File: config.mk
export PLATFORM = sky130hd
export DESIGN_NAME = hanoi_move_sequencer
export DESIGN_NICKNAME = d
export VERILOG_FILES = /design/src/rtl/hanoi_move_sequencer.sv
export SDC_FILE = /design/constraint.sdc
export NUM_CORES = 1
export LEC_CHECK = 0
export CORE_ASPECT_RATIO = 0.75
export CORE_MARGIN = 2
export CORE_UTILIZATION = 45
export CTS_CLUSTER_DIAMETER = 200
export DETAILED_ROUTE_END_ITERATION = 7
export PLACE_DENSITY = 0.73
export SLEW_MARGIN = 20
export SYNTH_ARGS = -nofsm -noshare
export SYNTH_HDL_FRONTEND = slang
export SYNTH_SLANG_ARGS = --single-unit
File: constraint.sdc
create_clock -name clk -period 2 [get_ports clk]
set_input_delay 0.5 -clock clk [delete_from_list [all_inputs] [get_ports clk]]
set_output_delay 0.5 -clock clk [all_outputs]
set_load 0.1 [all_outputs]
File: src/rtl/hanoi_move_sequencer.sv
// Purpose: emits the optimal Tower-of-Hanoi move list (2^S-1 moves, SRC -> DST) as fr/to peg pairs.
// Latency: first move is presented 1 cycle after start; then up to 1 move per cycle.
// Backpressure: fr/to/mv_idx are held while mv_valid=1 and mv_ready=0; done pulses after the last handshake.
module hanoi_move_sequencer #(
    parameter int S   = 3,
    parameter int SRC = 0,
    parameter int DST = 2
) (
    input  logic         clk,
    input  logic         rst,
    input  logic         start,
    input  logic         abort,
    input  logic         mv_ready,
    output logic         mv_valid,
    output logic [1:0]   fr,
    output logic [1:0]   to,
    output logic [S-1:0] mv_idx,
    output logic         busy,
    output logic         done
);

    if (SRC == DST) begin : g_bad_pegs
        $error("hanoi_move_sequencer: SRC and DST must name different pegs");
    end
    if (S < 1 || S > 8) begin : g_bad_size
        $error("hanoi_move_sequencer: S must be in 1..8");
    end
    if (SRC < 0 || SRC > 2 || DST < 0 || DST > 2) begin : g_bad_peg_range
        $error("hanoi_move_sequencer: SRC and DST must be in 0..2");
    end

    typedef enum logic [1:0] {
        ST_IDLE = 2'd0,
        ST_RUN  = 2'd1,
        ST_DONE = 2'd2
    } state_t;

    localparam logic [1:0]   PEG_SRC = 2'(SRC);
    localparam logic [1:0]   PEG_DST = 2'(DST);
    localparam logic [1:0]   PEG_AUX = 2'(3 - SRC - DST);
    // Move arithmetic is one bit wider than k so (k | (k-1)) + 1 never overflows.
    localparam logic [S:0]   X_ONE   = (S+1)'(1);
    localparam logic [S:0]   X_THREE = (S+1)'(3);
    localparam logic [S-1:0] K_ONE   = S'(1);
    localparam logic [S-1:0] K_LAST  = '1;

    // Canonical peg (0=source, 1=aux, 2=destination) to physical peg number.
    function automatic logic [1:0] map_peg(input logic [1:0] c);
        logic [1:0] p;
        case (c)
            2'd0:    p = PEG_SRC;
            2'd1:    p = PEG_AUX;
            default: p = PEG_DST;
        endcase
        return p;
    endfunction

    // The closed form lands on canonical peg 2 only for odd S; even S swaps 1 and 2.
    function automatic logic [1:0] orient(input logic [1:0] c);
        logic [1:0] r;
        r = c;
        if ((S % 2) == 0) begin
            if (c == 2'd1)
                r = 2'd2;
            else if (c == 2'd2)
                r = 2'd1;
        end
        return r;
    endfunction

    // Physical {fr, to} for 1-based move number k.
    function automatic logic [3:0] move_of(input logic [S-1:0] k);
        logic [S:0] kx;
        logic [S:0] km1;
        logic [S:0] a;
        logic [S:0] b;
        logic [1:0] cf;
        logic [1:0] ct;
        kx  = {1'b0, k};
        km1 = kx - X_ONE;
        a   = kx & km1;
        b   = (kx | km1) + X_ONE;
        cf  = orient(2'(a % X_THREE));
        ct  = orient(2'(b % X_THREE));
        return {map_peg(cf), map_peg(ct)};
    endfunction

    state_t       state_q, state_d;
    logic [S-1:0] k_q, k_d;
    logic         mv_valid_q, mv_valid_d;
    logic [1:0]   fr_q, fr_d;
    logic [1:0]   to_q, to_d;
    logic [S-1:0] idx_q, idx_d;
    logic         busy_q, busy_d;
    logic         done_q, done_d;

    logic [S-1:0] k_inc;
    logic [3:0]   mv_first;
    logic [3:0]   mv_next;

    // k_inc wraps only when k is the last move, where mv_next is not used.
    assign k_inc    = k_q + K_ONE;
    assign mv_first = move_of(K_ONE);
    assign mv_next  = move_of(k_inc);

    // Next-state and registered-output computation; abort wins over a same-cycle handshake.
    always_comb begin
        state_d    = state_q;
        k_d        = k_q;
        mv_valid_d = mv_valid_q;
        fr_d       = fr_q;
        to_d       = to_q;
        idx_d      = idx_q;
        busy_d     = busy_q;
        done_d     = 1'b0;
        case (state_q)
            ST_IDLE: begin
                if (start) begin
                    state_d    = ST_RUN;
                    k_d        = K_ONE;
                    mv_valid_d = 1'b1;
                    busy_d     = 1'b1;
                    fr_d       = mv_first[3:2];
                    to_d       = mv_first[1:0];
                    idx_d      = K_ONE;
                end
            end
            ST_RUN: begin
                if (abort) begin
                    state_d    = ST_IDLE;
                    k_d        = K_ONE;
                    mv_valid_d = 1'b0;
                    busy_d     = 1'b0;
                end else if (mv_valid_q && mv_ready) begin
                    if (k_q == K_LAST) begin
                        state_d    = ST_DONE;
                        mv_valid_d = 1'b0;
                        busy_d     = 1'b0;
                        done_d     = 1'b1;
                    end else begin
                        k_d   = k_inc;
                        fr_d  = mv_next[3:2];
                        to_d  = mv_next[1:0];
                        idx_d = k_inc;
                    end
                end
            end
            ST_DONE: begin
                state_d = ST_IDLE;
                k_d     = K_ONE;
            end
            default: begin
                state_d    = ST_IDLE;
                k_d        = K_ONE;
                mv_valid_d = 1'b0;
                busy_d     = 1'b0;
            end
        endcase
    end

    // State and output registers with asynchronous active-low reset.
    always_ff @(posedge clk or negedge rst) begin
        if (!rst) begin
            state_q    <= ST_IDLE;
            k_q        <= K_ONE;
            mv_valid_q <= 1'b0;
            fr_q       <= 2'd0;
            to_q       <= 2'd0;
            idx_q      <= '0;
            busy_q     <= 1'b0;
            done_q     <= 1'b0;
        end else begin
            state_q    <= state_d;
            k_q        <= k_d;
            mv_valid_q <= mv_valid_d;
            fr_q       <= fr_d;
            to_q       <= to_d;
            idx_q      <= idx_d;
            busy_q     <= busy_d;
            done_q     <= done_d;
        end
    end

    assign mv_valid = mv_valid_q;
    assign fr       = fr_q;
    assign to       = to_q;
    assign mv_idx   = idx_q;
    assign busy     = busy_q;
    assign done     = done_q;

endmodule
# [Yosys cells after proc, flatten, opt, wreduce, memory -nomap -nowiden]
# Index checks and enable logic that the tools add are counted.
[op_classes] bitwise=3 muxes=33 addsub=3 reduce_logical=9 div=2 n_eq_ne=12
[ops] op="$mux 2" count=12
[ops] op="$pmux 2 s2" count=5
[ops] op="$mux 3" count=5
[ops] op="$pmux 3 s2" count=2
[ops] op="$ne 3x3->1 const B" count=3
[ops] op="$mod 4x2->4 const B" count=2
[ops] op="$mux 1" count=8
[ops] op="$ne 2x2->1 const B" count=4
[ops] op="$eq 2x1->1 const B" count=3
[ops] op="$logic_not 2->1" count=3
[ops] op="$reduce_and 3->1" count=2
[ops] op="$reduce_and 5->1" count=1
[ops] op="$add 4x1->4 const B" count=1
[ops] op="$and 3x4->4" count=1
[ops] op="$or 3x4->4" count=1
[ops] op="$reduce_and 4->1" count=1
[ops] op="$sub 3x1->4 const B" count=1
[ops] op="$add 3x1->3 const B" count=1
[ops] op="$eq 3x3->1 const B" count=1
[ops] op="$pmux 1 s3" count=1
[ops] op="$eq 2x2->1 const B" count=1
[ops] op="$reduce_bool 2->1" count=1
[ops] op="$logic_and 1x1->1" count=1
[ops] op="$not 1->1" count=1
[word_totals] reg_bits=14 in_bits=5 out_inout_bits=10 elab_cells=69

# [Longest topological paths before layout]
[logic_depth] word_depth=11 mapped_depth=9 mapped_depth_nobuf=9

# [Least setup slack after synthesis]
# No wires, ideal clock.
[synth_path] path_kind="reg-to-reg" from="register k_q[0]" to="register to_q[0] (netlist: to[0])" stages_incl_launch_ff=10 t_required_ps=1930 setup_slack_ps=-171 n_path_buf=0 period_less_slack_ps=2171 arrival_time_ps=2101 setup_time_ps=70 cell_sequence="dfstp_2 > ha_1 > inv_1 > ha_1 > nand2_1 > nand2_1 > ha_1 > or3_1 > nand3_1 > a32o_2"
[synth_via] elab_chain_len=11 elab_cells_between_ends=15 classes_between="add/sub (3); div (1); eq/ne (3); mux (5); bitwise (1); reduce/logical (2)"
[synth_rtl] item="start: declaration" line="89" source="logic [S-1:0] k_q, k_d;"
[synth_rtl] item="start signal: assignment" line="174" source="k_q <= k_d;"
[synth_rtl] item="$add 3x1->3" line="102" source="assign k_inc = k_q + K_ONE;"
[synth_rtl] item="$sub 3x1->4" line="80" source="km1 = kx - X_ONE;"
[synth_rtl] item="$or 3x4->4" line="82" source="b = (kx | km1) + X_ONE;"
[synth_rtl] item="$add 4x1->4" line="82"
[synth_rtl] item="$mod 4x2->4" line="84" source="ct = orient(2'(b % X_THREE));"
[synth_rtl] item="$eq 2x1->1 or $logic_not 2->1 (tied branches)" line="50" source="case (c)"
[synth_rtl] item="$pmux 2 s2" line="50"
[synth_rtl] item="$mux 2" line="135" source="if (k_q == K_LAST) begin"
[synth_rtl] item="$mux 2" line="134" source="end else if (mv_valid_q && mv_ready) begin"
[synth_rtl] item="$mux 2" line="129" source="if (abort) begin"
[synth_rtl] item="$pmux 2 s2" line="116" source="case (state_q)"
[synth_rtl] item="end signal: assignment" line="177" source="to_q <= to_d;"
[synth_rtl] item="end: declaration" line="92" source="logic [1:0] to_q, to_d;"
# Several ways; a longest one is shown, not always the timed one. The select of a mux whose other input is x is not followed.
# A chain may end at the register's enable or synchronous reset.

# [Final worst setup path]
[layout_path] from="register k_q[0]" to="register to_q[1] (netlist: to[1])"
# Same word-level chain as after synthesis.

==> impl_metrics.py <==
metrics = {
    "floorplan": {
        "die_h_um": 41.4,
        "start_util_pct": 48.2,
        "core_um2": 1740,
        "ioPinCount": 15,
        "num_rows": 13,
        "die_w_um": 53.9,
        "die_area_um2": 2230,
    },
    "layout": {
        "layout.nets": 121,
        "n_antenna_cell": 0,
        "syn_to_final_growth_pct": 53.7,
        "drive_gt1_share_pct": 43.0,
    },
    "run_status": {
        "status": "finished, violations left",
        "violations": "setup timing",
    },
    "grt": {
        "antenna_found_initial": 0,
        "grt_overflow_total": 0,
        "grtUsageMet2_pct": 30.7,
        "grt_pass1_wl_mm": 3.31,
        "grt_busiest_layer": "met2",
        "use_met3_pct": 8.27,
        "first_global_vias": 679,
        "use_met1_pct": 29.3,
        "grt_max_degree": 15,
        "grt_usage_pct": 21.1,
    },
    "logic_synthesis": {
        "avgSynthCellArea_um2": 10.8,
        "ys_ff_latch": 14,
        "syn_inst": 78,
        "synth_fp_nets": 91,
        "synth.distinct_cells": 32,
        "synth_warnings": 0,
        "ys_seq_area_share_pct": 41.9,
        "synth_area_um2": 840,
    },
    "sta": {
        "min_period_ns": 2.06,
        "drv_slew": 0,
        "hold_violations": 0,
        "worst_pin_slew_ns": 0.291,
        "fin_skew_ns": 0.00736,
        "slew_headroom_pct": 80.6,
        "tns_ns": -0.0795,
        "setup_slack_ns": -0.0639,
        "rsz0062_at_grt": "true",
        "finalSetupViolations": 2,
        "max_freq_mhz": 485,
        "timing.final.crit_share_pct": 103,
    },
    "clock_network": {
        "numCtsBuffers": 3,
        "htree_levels": 1,
        "clock-root-buffer": "clkbuf_4",
        "cts.path.max_buffers": 2,
        "clk_pin_slew_ns": 0.09,
        "clock_sinks": 14,
        "cts_tree": "yes",
        "clk_latency_ns": 0.29,
    },
    "setup_path": {
        "critical_path_class": "reg -> reg",
        "crit_path_frequent_cell": "ha_4",
        "cp_slowest_stage_delay_ns": 0.58,
        "slowest_stage": "dfstp_2",
        "arrival_ns": 2.22,
        "setup.worst_path.end_class": "flip-flop",
        "cp.required_ns": 2.16,
        "worstPathCellList": "inv_2, ha_4, nand3b_1, nand2_2, ha_4, and4b_1, a31oi_1, a32oi_1",
        "start_kind": "flip-flop",
        "crit_fanout": 4,
    },
    "pwr": {
        "p_per_area_nw_per_um2": 822,
        "vdd_ir_drop_max_v": 0.000612,
        "leakage_nw": 0.588,
    },
    "route": {
        "drt_iter0_markers": 13,
        "drtAntennaViolNets": 0,
        "wl_per_cell_um": 15.2,
        "num_vias": 693,
        "avgViaCountPerCell": 5.37,
        "first_pass_iters": 4,
        "routed_wl_mm": 1.96,
        "post-route-drc-count": 0,
    },
    "run": {
        "maxCapViolCount": 0,
    },
    "placement": {
        "dp_hpwl_mm": 1.46,
        "gp_congestion": 0.767,
        "port-buffer-count": 14,
        "dp_slack_ns": -0.130,
    },
    "hold_path": {
        "min_path_type": "in -> async",
    },
}
-- final cells by class --
class | count | area [um2]
multi-input combinational | 55 | 526
fill | 105 | 450
sequential | 14 | 353
timing repair buffer | 26 | 318
clock buffer | 4 | 36.3
inverter | 8 | 30.0
tap | 22 | 27.5
-- cell usage after synthesis --
cell type / n / area share [%]
a21o_1: 1 / 0.89
a21oi_1: 2 / 1.2
a22o_1: 1 / 1.0
a22o_2: 2 / 2.4
a22oi_1: 1 / 0.89
a311o_1: 1 / 1.2
a31oi_1: 3 / 2.2
a32o_2: 1 / 1.3
a32oi_1: 1 / 1.0
and2_1: 1 / 0.75
and4b_1: 2 / 2.4
buf_4: 1 / 0.89
dfrtp_1: 13 / 39
dfstp_2: 1 / 3.1
ha_1: 8 / 12
inv_1: 8 / 3.6
mux2_4: 2 / 3.6
mux2i_1: 2 / 2.4
nand2_1: 3 / 1.3
nand2b_1: 1 / 0.75
nand2b_4: 1 / 1.6
nand3_1: 2 / 1.2
nand3b_1: 3 / 2.7
nor2_1: 5 / 2.2
nor2_4: 1 / 1.3
nor2b_1: 1 / 0.75
nor3_1: 4 / 2.4
nor3_4: 1 / 1.9
nor3b_1: 2 / 1.8
o21ai_0: 1 / 0.60
or3_1: 1 / 0.75
xor2_1: 1 / 1.0
-- critical path: cells and delay by family (launching register included) --
family | cells | cell delay (ns)
AO/OA/AOI/OAI | 2 | 0.29
buffers and inverters | 1 | 0.07
AND/OR/NAND/NOR | 3 | 0.45
adder cells (fa/ha/maj) | 2 | 0.56
flip-flops | 1 | 0.58
-- power breakdown --
group / internal [mW] / total, mW / switching, mW / leakage, nW
Combinational: 0.211 / 0.502 / 0.291 / 0.391
Clock: 0.111 / 0.208 / 0.0969 / 0.0210
Sequential: 0.311 / 0.351 / 0.0399 / 0.176
Total: 0.633 / 1.06 / 0.428 / 0.588
-- metal layers --
layer	up-vias	share of wire (%)
met4	0	0
met1	334	45
met2	18	49
met3	0	5.3
met5	-	0
li1	341	-
-- registers in the layout (all words and copies together), names as in the netlist --
| register | cells |
|---|---|
| mv_idx | 3 |
| done | 1 |
| k_q | 3 |
| fr | 2 |
| state_q | 2 |
| busy | 1 |
| to | 2 |
-- logic make-up (layout without fill, tap and decap cells) --
kind of cell / count (synthesis) / in the layout / synth area share, %
simple gates: 28 / 28 / 21.9
mux: 4 / 4 / 5.96
buf+inv: 9 / 38 / 4.47
xor+xnor: 1 / 1 / 1.04
flops: 14 / 14 / 41.9
compound gates: 14 / 14 / 12.8
fa+ha+maj: 8 / 8 / 11.9
-- through the flow --
step / power, mW / hold slack, ns / utilization (%) / std cells / instance area [um2]
after global placement: 0.834 / 0.531 / 69.9 / 123 / 1220
after global routing: 1.12 / 0.538 / 74.1 / 129 / 1290
after detailed placement: 0.847 / 0.533 / 69.9 / 123 / 1220
final: 1.06 / 0.510 / 74.1 / 129 / 1290
after floorplan: 0.654 / 0.204 / - / 78 / 893
after CTS: 1.07 / 0.512 / 74.1 / 129 / 1290
-- timing repair --
action	CTS	global route
pin swaps	9	1
setup buffers	2	0
setup endpoints to repair	2	2
hold buffers	0	0
gates resized for setup	4	0
-- path summary, 6_finish.rpt --
path | to | cells after the start | slack (ns) | start
hold / removal | fr[0] | 2 | 0.51 | rst
setup / recovery | to[1] | 8 | -0.06 | k_q[0]
max in group asynchronous | k_q[0] | 2 | 1.24 | rst
setup reg to reg | to[1] | 8 | -0.06 | k_q[0]
hold reg to reg | mv_idx[2] | 1 | 0.55 | mv_idx[2]
min in group clk | mv_idx[2] | 1 | 0.55 | mv_idx[2]
-- cells in the final DEF (no fill, tap or decap), types with 4 or more instances in the layout --
cell,Yosys,layout
buf_4,1,13
ha_4,0,5
nor2_1,5,5
clkdlybuf4s50_1,0,4
dfrtp_1,13,12
inv_1,8,6
nor3_1,4,4
buf_12,0,9
No activity file was read; power rests on OpenSTA's default activity.
